<file path="config.mk">
export PLATFORM = sky130hd
export DESIGN_NAME = relu_arbiter_flat
export DESIGN_NICKNAME = d
export VERILOG_FILES = /design/src/rtl/cnn1d_pkg.sv /design/src/rtl/relu_arbiter_if.sv /design/src/rtl/rr_arbiter.sv /design/src/rtl/relu_arbiter.sv /design/src/flat_wrapper.sv
export SDC_FILE = /design/constraint.sdc
export NUM_CORES = 1
export LEC_CHECK = 0
export BUFFER_PORTS_ARGS = -buffer_cell sky130_fd_sc_hd__clkbuf_2
export CAP_MARGIN = 40
export CORE_UTILIZATION = 47
export CTS_BUF_LIST = sky130_fd_sc_hd__clkbuf_4 sky130_fd_sc_hd__clkbuf_8
export CTS_CLUSTER_DIAMETER = 30
export DETAILED_ROUTE_END_ITERATION = 10
export GPL_ROUTABILITY_DRIVEN = 0
export MAX_ROUTING_LAYER = met4
export PLACE_DENSITY = 0.88
export SLEW_MARGIN = 10
export SYNTH_ARGS = -nofsm -noshare
export SYNTH_HDL_FRONTEND = slang
export SYNTH_HIERARCHICAL = 1
export SYNTH_SLANG_ARGS = --single-unit
</file>
<file path="constraint.sdc">
create_clock -name clk -period 6.7 [get_ports clk]
set_input_delay 0.335 -clock clk [delete_from_list [all_inputs] [get_ports clk]]
set_output_delay 0.335 -clock clk [all_outputs]
set_load 0.01 [all_outputs]
</file>
<file path="src/rtl/cnn1d_pkg.sv">
// Shared 1D-CNN types and the activation function used by relu_arbiter.
// Optional macro RELU_ARB_LEAKY_EN selects leaky ReLU instead of standard ReLU.
package cnn1d_pkg;

    localparam int DATA_WIDTH = 12;
    localparam int LEAK_SHIFT = 3;

    typedef logic signed [DATA_WIDTH-1:0] data_t;

    function automatic data_t relu_f(input data_t x);
        data_t y;
`ifdef RELU_ARB_LEAKY_EN
        y = x[DATA_WIDTH-1] ? (x >>> LEAK_SHIFT) : x;
`else
        y = x[DATA_WIDTH-1] ? '0 : x;
`endif
        return y;
    endfunction

endpackage

</file>
<file path="src/rtl/relu_arbiter_if.sv">
// Lane request bus and activated result bus of relu_arbiter.
// The master side is the lane/consumer environment; the slave side is the arbiter.
interface relu_arbiter_if
    import cnn1d_pkg::*;
#(
    parameter int N_REQ    = 4,
    parameter int ID_WIDTH = $clog2(N_REQ)
);
    logic [N_REQ-1:0]            req_valid;
    logic [N_REQ*DATA_WIDTH-1:0] req_data;
    logic [N_REQ-1:0]            req_ready;
    logic                        out_valid;
    logic [DATA_WIDTH-1:0]       out_data;
    logic [ID_WIDTH-1:0]         out_id;
    logic                        out_ready;
    logic                        busy;

    modport master (
        output req_valid, req_data, out_ready,
        input  req_ready, out_valid, out_data, out_id, busy
    );

    modport slave (
        input  req_valid, req_data, out_ready,
        output req_ready, out_valid, out_data, out_id, busy
    );

endinterface

</file>
<file path="src/rtl/rr_arbiter.sv">
// Round-robin grant over N requesters; the pointer only advances when the
// granted request is actually transferred.
module rr_arbiter #(
    parameter int N  = 4,
    parameter int IW = $clog2(N)
) (
    input  logic          clk,
    input  logic          rst,
    input  logic [N-1:0]  req,
    input  logic          advance,
    output logic [N-1:0]  grant_onehot,
    output logic [IW-1:0] grant_idx
);

    logic [IW-1:0] r_ptr;
    logic [IW-1:0] w_cand;
    logic          w_found;

    function automatic logic [IW-1:0] wrap_idx(input logic [IW-1:0] p, input int k);
        int s;
        s = int'(p) + k;
        if (s >= N) s = s - N;
        return IW'(s);
    endfunction

    always_comb begin
        grant_onehot = '0;
        grant_idx    = '0;
        w_cand       = '0;
        w_found      = 1'b0;
        for (int k = 0; k < N; k++) begin
            w_cand = wrap_idx(r_ptr, k);
            if (!w_found && req[w_cand]) begin
                w_found   = 1'b1;
                grant_idx = w_cand;
            end
        end
        grant_onehot[grant_idx] = w_found;
    end

    always_ff @(posedge clk or posedge rst) begin
        if (rst) begin
            r_ptr <= '0;
        end else if (advance) begin
            r_ptr <= (grant_idx == IW'(N - 1)) ? '0 : grant_idx + 1'b1;
        end
    end

endmodule

</file>
<file path="src/rtl/relu_arbiter.sv">
// Shares one ReLU stage between N_REQ lanes: round-robin grant, activation and a
// one-deep registered output tagged with the source lane (leaky via RELU_ARB_LEAKY_EN).
module relu_arbiter
    import cnn1d_pkg::*;
#(
    parameter int N_REQ    = 4,
    parameter int ID_WIDTH = $clog2(N_REQ)
) (
    input logic                clk,
    input logic                rst,
    relu_arbiter_if.slave      bus
);

    logic [N_REQ-1:0]    w_grant_oh;
    logic [ID_WIDTH-1:0] w_grant_idx;
    logic                w_accept;
    logic                w_xfer;
    data_t               w_sel;

    logic                r_vld_p1;
    data_t               r_data_p1;
    logic [ID_WIDTH-1:0] r_id_p1;

    rr_arbiter #(
        .N  (N_REQ),
        .IW (ID_WIDTH)
    ) u_rr (
        .clk          (clk),
        .rst          (rst),
        .req          (bus.req_valid),
        .advance      (w_xfer),
        .grant_onehot (w_grant_oh),
        .grant_idx    (w_grant_idx)
    );

    assign w_accept = !r_vld_p1 || bus.out_ready;
    // Reset gating keeps req_ready low while rst is held, not just after the edge.
    assign bus.req_ready = rst ? '0 : (w_grant_oh & {N_REQ{w_accept}});
    assign w_xfer        = |(bus.req_valid & bus.req_ready);

    always_comb begin
        w_sel = '0;
        for (int i = 0; i < N_REQ; i++) begin
            if (w_grant_idx == ID_WIDTH'(i)) w_sel = bus.req_data[i*DATA_WIDTH +: DATA_WIDTH];
        end
    end

    // stage p1: activated result register
    always_ff @(posedge clk or posedge rst) begin
        if (rst) begin
            r_vld_p1  <= 1'b0;
            r_data_p1 <= '0;
            r_id_p1   <= '0;
        end else if (w_accept) begin
            r_vld_p1 <= w_xfer;
            if (w_xfer) begin
                r_data_p1 <= relu_f(w_sel);
                r_id_p1   <= w_grant_idx;
            end
        end
    end

    assign bus.out_valid = r_vld_p1;
    assign bus.out_data  = r_data_p1;
    assign bus.out_id    = r_id_p1;
    assign bus.busy      = r_vld_p1 || (|bus.req_valid);

endmodule
</file>
<file path="src/flat_wrapper.sv">
// flat-port wrapper written by rule: the top's interface ports become plain ports
module relu_arbiter_flat import cnn1d_pkg::*;
#(
    parameter int N_REQ    = 4,
    parameter int ID_WIDTH = $clog2(N_REQ)
)
  (clk, rst, bus_req_valid, bus_req_data, bus_out_ready, bus_req_ready, bus_out_valid, bus_out_data, bus_out_id, bus_busy);
  relu_arbiter_if #(.N_REQ(N_REQ), .ID_WIDTH(ID_WIDTH)) bus_i ();
  input logic clk;
  input logic rst;
  input wire logic [$bits(bus_i.req_valid)-1:0] bus_req_valid;
  input wire logic [$bits(bus_i.req_data)-1:0] bus_req_data;
  input wire logic [$bits(bus_i.out_ready)-1:0] bus_out_ready;
  output wire logic [$bits(bus_i.req_ready)-1:0] bus_req_ready;
  output wire logic [$bits(bus_i.out_valid)-1:0] bus_out_valid;
  output wire logic [$bits(bus_i.out_data)-1:0] bus_out_data;
  output wire logic [$bits(bus_i.out_id)-1:0] bus_out_id;
  output wire logic [$bits(bus_i.busy)-1:0] bus_busy;
  assign bus_i.req_valid = bus_req_valid;
  assign bus_i.req_data = bus_req_data;
  assign bus_i.out_ready = bus_out_ready;
  assign bus_req_ready = bus_i.req_ready;
  assign bus_out_valid = bus_i.out_valid;
  assign bus_out_data = bus_i.out_data;
  assign bus_out_id = bus_i.out_id;
  assign bus_busy = bus_i.busy;
  relu_arbiter #(.N_REQ(N_REQ), .ID_WIDTH(ID_WIDTH)) u_core (.clk(clk), .rst(rst), .bus(bus_i));
endmodule
</file>
==> flow_summary.json <==
{
  "status": "completed",
  "synthAdderAreaFrac_pct": 4.30,
  "ant_nets": 0,
  "slew-limit-headroom_pct": 54.1,
  "yosys-mux-area-fraction_pct": 26.6,
  "layout_commonest_cell": "clkbuf_2",
  "crit_type": "register to register",
  "internal-power_uw": 320,
  "synth-compound-area-share_pct": 21.1,
  "pwr_density_cell_nw_per_um2": 333,
  "path_clk_slew_ns": 0.10,
  "slew_violations": 0,
  "rows": 17,
  "synth_nets": 149,
  "clockPowerShare_pct": 12.5,
  "cts_tree": "yes",
  "htreeDepth": 1,
  "tns_ns": 0,
  "postCtsSetupRepairBufs": 0,
  "cts_buffers": 3,
  "syn_area_per_cell_um2": 12.9,
  "worst-endpoint-arrival_ns": 3.32,
  "die_area_um2": 2680,
  "vias_per_cell": 5.79,
  "switching_share_pct": 39.2,
  "root_buffer": "clkbuf_4",
  "final_layout_size_suffix_gt1_share_pct": 56.4,
  "yosys_warnings": 6,
  "insertion_delay_ns": 0.29,
  "ir_drop_uv": 216,
  "fillers": 174,
  "synth.distinct_cells": 33,
  "tightest_slew_ns": 0.683,
  "antenna_found_initial": 0,
  "first_pass_iters": 4,
  "die_y_um": 51.8,
  "grt_max_degree": 19,
  "critPathLaunchType": "register",
  "fp.dieW_um": 51.8,
  "synth-xor-area-share_pct": 0,
  "synthCells": 90,
  "num-nets-final": 223,
  "totalWireLength_um": 3200,
  "power.leakage_nw": 0.832,
  "syn_to_final_growth_pct": 35.7,
  "initial_utilization_pct": 51.2,
  "max_freq_mhz": 318,
  "via_count": 1106,
  "cts_sinks": 16,
  "setup_viol": 0,
  "syn_area_um2": 1160,
  "synth-seq-area-share_pct": 34.4,
  "fin_crit_ns": 3.14,
  "final_cell_mix": "clkbuf_2 (73), dfrtp_1 (16), a22o_1 (11), mux4_2 (10)",
  "crit_required_ns": 6.88,
  "io_buffers": 73,
  "rsz0062_at_grt": "no",
  "grt_usage_pct": 28.0,
  "diodes": 0,
  "drtIter0Drc": 30,
  "combPwrFrac_pct": 56.4,
  "max_cap_viol_count": 0,
  "hold_viol_final": 0,
  "ios": 75,
  "synth_simple_gate_area_share_pct": 8.70,
  "grt_pass1_vias": 1133,
  "clockBufferDepth": 2,
  "hold_class": "input port to register",
  "power_frac_seq_pct": 31.1,
  "drc": 0,
  "critPathCaptureType": "register",
  "path_max_fanout": 15,
  "grt_overflow_total": 0,
  "fin_skew_ns": 0.00815,
  "power.switching_uw": 207,
  "fp.coreArea_um2": 2280,
  "dpl.hpwl_um": 2590,
  "post_drt_wl_per_cell_um": 16.8,
  "grt_pass1_wl_um": 5280,
  "ys_seq_elements": 16,
  "holdWs_ns": 0.401,
  "synth_top_family_by_area": "multiplexers",
  "period_share_pct": 46.9
}
-- area by class of cell --
class	instances	area [µm²]	share of cell area, %
inverters	6	22.5	1.43
flip-flops and latches	16	400	25.3
multi-input cells	63	711	45.0
repair buffers	74	375	23.8
well taps	28	35.0	2.22
clock buffers	4	36.3	2.30
-- flip-flops by register name, summed over array words and instances, names as in the netlist --
signal and cells:
u_core/u_rr/r_ptr 2, u_core/bus.out_id 2, u_core/bus.out_data 11, u_core/bus.out_valid 1
-- cells in the mapped netlist, drive strengths merged --
| master | count | share of area (%) |
|---|---|---|
| nor2b | 5 | 2.7 |
| o31ai | 1 | 1.8 |
| nor4 | 1 | 0.54 |
| dfrtp | 16 | 34 |
| and3 | 4 | 2.1 |
| a2111oi | 1 | 2.4 |
| nand2b | 1 | 0.54 |
| mux2 | 2 | 1.9 |
| o21a | 1 | 0.64 |
| a21boi | 1 | 0.64 |
| clkbuf | 2 | 0.64 |
| buf | 3 | 2.0 |
| conb | 1 | 0.32 |
| o22ai | 1 | 0.54 |
| o221a | 2 | 2.7 |
| nand2 | 3 | 0.97 |
| o22a | 1 | 0.75 |
| inv | 6 | 1.9 |
| nor2 | 2 | 0.64 |
| nor3 | 1 | 0.43 |
| a211o | 1 | 0.75 |
| or3b | 1 | 0.75 |
| a22oi | 2 | 1.3 |
| a22o | 11 | 8.3 |
| mux4 | 12 | 24 |
| mux2i | 1 | 0.86 |
| ha | 4 | 4.3 |
| a21oi | 3 | 1.3 |
-- logic make-up after synthesis --
group,count (synthesis)
AO/OA/AOI/OAI,25
adder cells (fa/ha/maj),4
buffers and inverters,11
flip-flops,16
multiplexers,15
other,1
AND/OR/NAND/NOR,18
-- repair_timing --
item                                   in CTS  in global routing
gates resized for setup                     0                  0
endpoints found under the hold margin       2                  0
hold buffers                                1                  0
-- per-stage QoR --
stage	cells	utilization [%]	total power [mW]	cell area, µm²	setup WS, ns
after floorplan	90	-	0.376	1160	4.30
after global placement	186	67.4	0.446	1530	3.77
after detailed placement	186	67.4	0.461	1530	3.60
after CTS	191	69.4	0.528	1580	3.61
after global routing	191	69.4	0.560	1580	3.39
final	191	69.4	0.526	1580	3.56
-- worst max-delay path, cell delays in order, from the launching register on --
cell and delay [ns]:
dfrtp_1 0.49, a21oi_1 0.10, o21a_1 0.20, o22a_1 0.43, ha_1 0.36, nor2b_1 0.16
a22oi_1 0.33, a211o_1 0.52, inv_2 0.12, mux2_1 0.32
-- power by group through the flow --
stage / clock (mW) / combinational (mW) / sequential [mW]
after floorplan: 0 / 0.202 / 0.174
after global placement: 0 / 0.283 / 0.163
after detailed placement: 0 / 0.296 / 0.165
after CTS: 0.0680 / 0.297 / 0.163
after global routing: 0.0715 / 0.320 / 0.169
final: 0.0656 / 0.297 / 0.164
-- metal layers --
metal | vias to the layer above | part of all wire, % | track usage, %
met5 | - | 0 | -
met4 | 0 | 0.53 | 4.50
met3 | 2 | 6.0 | 8.48
met1 | 554 | 36 | 31.2
met2 | 46 | 58 | 50.2
li1 | 504 | - | -
-- path summary, 6_finish.rpt --
check	startpoint	endpoint	slack [ns]	depth (start not counted)
worst max-delay path	u_core/u_rr/r_ptr[1]	u_core/bus.out_id[0]	3.56	9
worst min-delay path	bus_out_ready	u_core/bus.out_valid	0.40	3
worst max register to register	u_core/u_rr/r_ptr[1]	u_core/bus.out_id[0]	3.56	9
worst min register to register	u_core/bus.out_id[0]	u_core/bus.out_id[0]	0.50	1
max in group asynchronous	rst	u_core/bus.out_id[0]	5.57	3
min in group asynchronous	rst	u_core/u_rr/r_ptr[1]	0.50	3
Note: power is estimated with default switching activity, not from simulation.
